==> config.mk <==
export PLATFORM = sky130hd
export DESIGN_NAME = csr_exec_flat
export DESIGN_NICKNAME = d
export VERILOG_FILES = /design/src/rtl/csr_exec_if.sv /design/src/rtl/csr_exec.sv /design/src/flat_wrapper.sv
export SDC_FILE = /design/constraint.sdc
export NUM_CORES = 1
export LEC_CHECK = 0
export ABC_AREA = 1
export ABC_CLOCK_PERIOD_IN_PS = 1610
export CAP_MARGIN = 0
export CORE_UTILIZATION = 43
export DETAILED_ROUTE_END_ITERATION = 16
export PLACE_DENSITY = 0.8
export SLEW_MARGIN = 40
export SYNTH_ARGS = -nofsm -noshare
export SYNTH_HDL_FRONTEND = slang
export SYNTH_SLANG_ARGS = --single-unit
==> constraint.sdc <==
create_clock -name clk -period 1.61 [get_ports clk]
set_clock_uncertainty 0.1 [all_clocks]
set_input_delay 0.2415 -clock clk [delete_from_list [all_inputs] [get_ports clk]]
set_output_delay 0.2415 -clock clk [all_outputs]
set_load 0.1 [all_outputs]
==> src/rtl/csr_exec_if.sv <==
// ----------------------------------------------------------------------------
// csr_exec_if -- bundle of the request, response and CSR-file signals of
// csr_exec.
//
//   Request   : req_valid, req_ready, req_funct3, req_addr, req_rs1_data,
//               req_uimm, req_src_zero
//   Response  : rsp_valid, rsp_ready, rsp_rdata, rsp_illegal
//   CSR file  : csr_addr, csr_op, csr_wr_en, csr_data_out, csr_data_in
//
// Modports:
//   slave  -- the csr_exec block itself
//   master -- the environment (pipeline plus CSR file)
// ----------------------------------------------------------------------------
interface csr_exec_if;
    logic        req_valid;
    logic        req_ready;
    logic [2:0]  req_funct3;
    logic [11:0] req_addr;
    logic [31:0] req_rs1_data;
    logic [4:0]  req_uimm;
    logic        req_src_zero;

    logic        rsp_valid;
    logic        rsp_ready;
    logic [31:0] rsp_rdata;
    logic        rsp_illegal;

    logic [11:0] csr_addr;
    logic [2:0]  csr_op;
    logic        csr_wr_en;
    logic [31:0] csr_data_out;
    logic [31:0] csr_data_in;

    modport slave (
        input  req_valid, req_funct3, req_addr, req_rs1_data, req_uimm, req_src_zero,
        output req_ready,
        output rsp_valid, rsp_rdata, rsp_illegal,
        input  rsp_ready,
        output csr_addr, csr_op, csr_wr_en, csr_data_out,
        input  csr_data_in
    );

    modport master (
        output req_valid, req_funct3, req_addr, req_rs1_data, req_uimm, req_src_zero,
        input  req_ready,
        input  rsp_valid, rsp_rdata, rsp_illegal,
        output rsp_ready,
        input  csr_addr, csr_op, csr_wr_en, csr_data_out,
        output csr_data_in
    );
endinterface

==> src/rtl/csr_exec.sv <==
// ----------------------------------------------------------------------------
// csr_exec -- executes one Zicsr instruction at a time as a four-state
// sequence: IDLE (accept) -> READ (sample old value) -> WRITE (one-cycle
// write strobe) -> RESP (hold old value until the pipeline takes it).
//
// Ports:
//   clk  -- rising-edge clock
//   rst  -- synchronous active-high reset; aborts any operation in flight
//   bus  -- csr_exec_if.slave: request handshake, response handshake and the
//           combinational-read / strobed-write CSR file interface
//
// Configuration:
//   CSR_RO_TRAP_EN -- when defined, a write that would really happen to an
//                     address with addr[11:10] == 2'b11 (read-only space) is
//                     turned into an illegal access with no write. When
//                     undefined, those addresses are written like any other.
// ----------------------------------------------------------------------------
module csr_exec (
    input  logic          clk,
    input  logic          rst,
    csr_exec_if.slave     bus
);

    typedef enum logic [1:0] {
        IDLE  = 2'd0,
        READ  = 2'd1,
        WRITE = 2'd2,
        RESP  = 2'd3
    } state_t;

    state_t      state;
    logic [31:0] operand_q;   // rs1 data or zero-extended uimm, chosen at accept
    logic        src_zero_q;
    logic [31:0] old_q;       // CSR value sampled in READ
    logic        illegal_q;

    // Decode of the latched request against the current read data; only
    // consumed in READ, where csr_addr/csr_op already hold the request.
    logic        illegal_op;
    logic        zero_skip;
    logic        ro_trap;
    logic        do_write;
    logic [31:0] new_val;

    // NOTE: every signal gets a default before the case so no path leaves it
    // unassigned, which would otherwise infer a latch.
    always_comb begin
        illegal_op = (bus.csr_op[1:0] == 2'b00);       // funct3 000 / 100
        // Set/clear forms (funct3[1] == 1) with a zero source do not write.
        zero_skip  = bus.csr_op[1] & src_zero_q;
`ifdef CSR_RO_TRAP_EN
        ro_trap    = (bus.csr_addr[11:10] == 2'b11) & ~illegal_op & ~zero_skip;
`else
        ro_trap    = 1'b0;
`endif
        do_write   = ~illegal_op & ~zero_skip & ~ro_trap;

        new_val = '0;
        case (bus.csr_op[1:0])
            2'b01:   new_val = operand_q;                       // RW / RWI
            2'b10:   new_val = bus.csr_data_in | operand_q;     // RS / RSI
            2'b11:   new_val = bus.csr_data_in & ~operand_q;    // RC / RCI
            default: new_val = '0;
        endcase
    end

    // NOTE: state and datapath registers use non-blocking assignments so every
    // flop samples the pre-edge values regardless of statement order.
    always_ff @(posedge clk) begin
        if (rst) begin
            // NOTE: the datapath registers are reset as well as the control
            // state, so an aborted operation leaves no stale data visible.
            state            <= IDLE;
            operand_q        <= '0;
            src_zero_q       <= 1'b0;
            old_q            <= '0;
            illegal_q        <= 1'b0;
            bus.req_ready    <= 1'b1;
            bus.rsp_valid    <= 1'b0;
            bus.rsp_rdata    <= '0;
            bus.rsp_illegal  <= 1'b0;
            bus.csr_addr     <= '0;
            bus.csr_op       <= '0;
            bus.csr_wr_en    <= 1'b0;
            bus.csr_data_out <= '0;
        end else begin
            case (state)
                IDLE: begin
                    if (bus.req_valid && bus.req_ready) begin
                        state         <= READ;
                        bus.req_ready <= 1'b0;
                        // csr_addr/csr_op double as the latched request.
                        bus.csr_addr  <= bus.req_addr;
                        bus.csr_op    <= bus.req_funct3;
                        operand_q     <= bus.req_funct3[2] ? {27'b0, bus.req_uimm}
                                                           : bus.req_rs1_data;
                        src_zero_q    <= bus.req_src_zero;
                    end
                end

                READ: begin
                    state            <= WRITE;
                    old_q            <= bus.csr_data_in;
                    illegal_q        <= illegal_op | ro_trap;
                    bus.csr_wr_en    <= do_write;
                    // Data is shown only when the strobe is; otherwise zero.
                    bus.csr_data_out <= do_write ? new_val : '0;
                end

                WRITE: begin
                    state            <= RESP;
                    bus.csr_wr_en    <= 1'b0;
                    bus.csr_data_out <= '0;
                    bus.rsp_valid    <= 1'b1;
                    bus.rsp_rdata    <= old_q;
                    bus.rsp_illegal  <= illegal_q;
                end

                RESP: begin
                    if (bus.rsp_ready) begin
                        state           <= IDLE;
                        bus.req_ready   <= 1'b1;
                        bus.rsp_valid   <= 1'b0;
                        bus.rsp_rdata   <= '0;
                        bus.rsp_illegal <= 1'b0;
                        bus.csr_addr    <= '0;
                        bus.csr_op      <= '0;
                    end
                end
            endcase
        end
    end

endmodule
==> src/flat_wrapper.sv <==
// flat-port wrapper written by rule: the top's interface ports become plain ports
module csr_exec_flat 
  (clk, rst, bus_req_valid, bus_req_funct3, bus_req_addr, bus_req_rs1_data, bus_req_uimm, bus_req_src_zero, bus_req_ready, bus_rsp_valid, bus_rsp_rdata, bus_rsp_illegal, bus_rsp_ready, bus_csr_addr, bus_csr_op, bus_csr_wr_en, bus_csr_data_out, bus_csr_data_in);
  csr_exec_if bus_i ();
  input  logic clk;
  input  logic rst;
  input wire logic [$bits(bus_i.req_valid)-1:0] bus_req_valid;
  input wire logic [$bits(bus_i.req_funct3)-1:0] bus_req_funct3;
  input wire logic [$bits(bus_i.req_addr)-1:0] bus_req_addr;
  input wire logic [$bits(bus_i.req_rs1_data)-1:0] bus_req_rs1_data;
  input wire logic [$bits(bus_i.req_uimm)-1:0] bus_req_uimm;
  input wire logic [$bits(bus_i.req_src_zero)-1:0] bus_req_src_zero;
  output wire logic [$bits(bus_i.req_ready)-1:0] bus_req_ready;
  output wire logic [$bits(bus_i.rsp_valid)-1:0] bus_rsp_valid;
  output wire logic [$bits(bus_i.rsp_rdata)-1:0] bus_rsp_rdata;
  output wire logic [$bits(bus_i.rsp_illegal)-1:0] bus_rsp_illegal;
  input wire logic [$bits(bus_i.rsp_ready)-1:0] bus_rsp_ready;
  output wire logic [$bits(bus_i.csr_addr)-1:0] bus_csr_addr;
  output wire logic [$bits(bus_i.csr_op)-1:0] bus_csr_op;
  output wire logic [$bits(bus_i.csr_wr_en)-1:0] bus_csr_wr_en;
  output wire logic [$bits(bus_i.csr_data_out)-1:0] bus_csr_data_out;
  input wire logic [$bits(bus_i.csr_data_in)-1:0] bus_csr_data_in;
  assign bus_i.req_valid = bus_req_valid;
  assign bus_i.req_funct3 = bus_req_funct3;
  assign bus_i.req_addr = bus_req_addr;
  assign bus_i.req_rs1_data = bus_req_rs1_data;
  assign bus_i.req_uimm = bus_req_uimm;
  assign bus_i.req_src_zero = bus_req_src_zero;
  assign bus_req_ready = bus_i.req_ready;
  assign bus_rsp_valid = bus_i.rsp_valid;
  assign bus_rsp_rdata = bus_i.rsp_rdata;
  assign bus_rsp_illegal = bus_i.rsp_illegal;
  assign bus_i.rsp_ready = bus_rsp_ready;
  assign bus_csr_addr = bus_i.csr_addr;
  assign bus_csr_op = bus_i.csr_op;
  assign bus_csr_wr_en = bus_i.csr_wr_en;
  assign bus_csr_data_out = bus_i.csr_data_out;
  assign bus_i.csr_data_in = bus_csr_data_in;
  csr_exec u_core (.clk(clk), .rst(rst), .bus(bus_i));
endmodule
==> results by group <==
Timing
  • Fmax: 0.604 GHz
  • Endpoints failing setup: 1
  • Unrepaired setup endpoints after global routing: yes
  • Fin. Hold Viols: 0
  • Period minus WS final: 1.66 ns
  • Slew Limit Fails: 0
  • Hold_ws: 0.0947 ns
  • Tcrit/Tclk final: 1.03
  • Worst Slack Setup Final: -0.0451 ns
  • Max-Slew Margin vs Limit: 0.716
  • Worst-Margin Slew: 0.426 ns

Worst setup path
  • Critical Path AT: 1.90 ns
  • R2r startpoint: u_core.state[0]
  • CP Class: reg2reg
  • CP Launch Type: register
  • CP endpoint kind: register
  • Data required, critical path: 1.85 ns
  • Crit path max fanout: 9
  • Critical path origin: u_core.state[0]

Route
  • DRT Pass-1 Iters: 7
  • DR DRC count: 0
  • Via density: 5.26
  • Routed vias: 6,319
  • Post-route ant nets: 0
  • 1st-iter DRT viols: 695
  • Final WL: 19.3 mm
  • Avg WL per Cell: 16.1 µm

Synth
  • Synth Cell Area: 0.00614 mm²
  • Syn_nets: 926
  • Sequential fraction of the synthesis area: 0.492
  • #FFs+latches synth: 151
  • Post-synthesis cell count: 832
  • YS warnings: 0
  • Avg Cell Area, Syn: 7.38 µm²
  • Yosys cell types: 20

Finish
  • Cell Count, Final, Fillers Out: 1,202
  • Area growth syn-to-layout: 62.0%
  • Commonest non-fill, non-tap cells in the layout: 201 x nand2_1, 146 x dfxtp_1, 98 x a21oi_1
  • Design area: 0.00995 mm²
  • Share of cells above drive strength 1: 0.207
  • Diodes inserted: 0
  • Final #Nets: 1,103
  • Most common cell after layout, fill and taps aside: nand2_1

Pwr
  • Overall power: 0.0178 W
  • LEAKAGE: 4.05 nW
  • Power Dens Cells: 1790 mW/mm²
  • VDD IR max: 1080 µV

Placement
  • Placed cells: 1,158
  • IO Port Bufs: 171
  • Final GP Congestion: 0.777
  • Placed Area: 0.00898 mm²
  • Hpwl dp: 12.3 mm
  • DP Worst Slack: -0.0320 ns

GRT
  • First-pass GRT wire length: 28.8 mm
  • Grt ovf: 0
  • Grt met2 use: 0.415
  • Grt met1 use: 0.311
  • Met3 GRT Util: 0.0520
  • Largest net degree at the start of global routing: 39
  • GRT Total Usage: 0.252
  • Number of global-route vias before repair: 5,883
  • Global route hottest layer: met2
  • Initial antenna violation count: 0

Clocking
  • Number of CTS-inserted buffers: 17
  • Clk root buf: clkbuf_16
  • CTS Buffer Depth: 2
  • Later-pin clock latency in the skew report: 0.43 ns
  • Hold-fix buffers at CTS: 0
  • Htree depth: 4
  • Clock Pin Slew Worst Setup and Hold Paths: 0.06 ns
  • CTS tree: done
  • Clk sink count: 151

Run
  • Max cap viols: 0

Die
  • Die H: 122 µm
  • Initial core utilization: 0.441
  • Top Ports: 172
  • Die area: 0.0148 mm²
  • Die W: 122 µm
  • Placeable Area: 0.0139 mm²
  • Row count: 43

Run status
  • Status: finished, violations left
  • Failing checks: negative setup slack

Worst hold path
  • Worst Hold Launch: rst
  • HP Class: in2reg
==> critical path: stages (launching register included) <==
cell	delay (ns)
dfxtp_2	0.34
ha_1	0.27
buf_4	0.18
o21ai_4	0.14
buf_12	0.15
clkbuf_16	0.16
nand2_1	0.05
a21oi_1	0.19
==> area by class of cell <==
type                    instances  area (µm²)
well taps                     180         225
clock inverters                 8        71.3
inverters                      61         231
multi-input cells             561        2740
repair buffers                217        3160
fillers                      1028        3980
flip-flops and latches        151        3030
clock buffers                  24         483
==> cells in the mapped netlist <==
master	count	area [µm²]
nand3_1	66	330
buf_1	3	11.3
a211oi_1	27	203
inv_2	4	15.0
o21ai_4	1	16.3
nor2_4	1	11.3
ha_1	5	62.6
dfxtp_1	151	3020
nor3_1	1	5.00
nand2_2	6	37.5
buf_6	3	33.8
buf_4	9	67.6
a21oi_1	118	591
o21ai_0	42	210
inv_1	57	214
buf_2	22	110
nor2_1	81	304
nor2_8	1	20.0
clkbuf_1	22	82.6
nand2_1	212	796
==> layer usage <==
metal  wire [µm]  part of all wire
met5           0                 0
met4         577             0.030
met3        1210             0.063
met2        9490              0.49
met1        8060              0.42
==> per-stage QoR <==
step / utilization / TNS [ns]
global placement: 0.645 / 0
floorplan: - / 0
global route: 0.714 / -1.29
detailed placement: 0.645 / -0.157
CTS: 0.685 / -0.00353
finish: 0.714 / -0.0451
==> where the power goes <==
part,total [W],leakage [nW],internal [W],switching (W)
Sequential,0.00533,1.23,0.00467,0.000665
Clock,0.00376,0.273,0.00225,0.00151
Combinational,0.00868,2.54,0.00328,0.00540
==> flip-flops by register name, indices dropped and copies added (netlist names), 2 cells and up <==
signal	flops
u_core.state	2
u_core.old_q	32
u_core.bus.csr_addr	12
u_core.operand_q	32
u_core.bus.csr_op	3
u_core.bus.rsp_rdata	32
u_core.bus.csr_data_out	32
==> cell families after synthesis <==
family / count (synthesis) / share of synthesized area
AO/OA/AOI/OAI: 188 / 0.166
flip-flops: 151 / 0.492
adder cells (fa/ha/maj): 5 / 0.0102
AND/OR/NAND/NOR: 368 / 0.245
buffers and inverters: 120 / 0.0870
==> final timing paths <==
check	end	slack, ns	depth (start not counted)
max	u_core.bus.rsp_rdata[19]	-0.05	7
min	u_core.bus.csr_data_out[0]	0.09	2
max reg2reg	u_core.bus.rsp_rdata[19]	-0.05	7
min reg2reg	u_core.bus.rsp_rdata[9]	0.36	2
==> what timing repair did <==
item                       in CTS  in global routing
gates cloned                    0                  8
gates resized for setup         2                 48
setup buffers                   0                  4
setup endpoints to repair       5                 98
pin swaps                       0                 18
(Power assumes the default switching activity.)
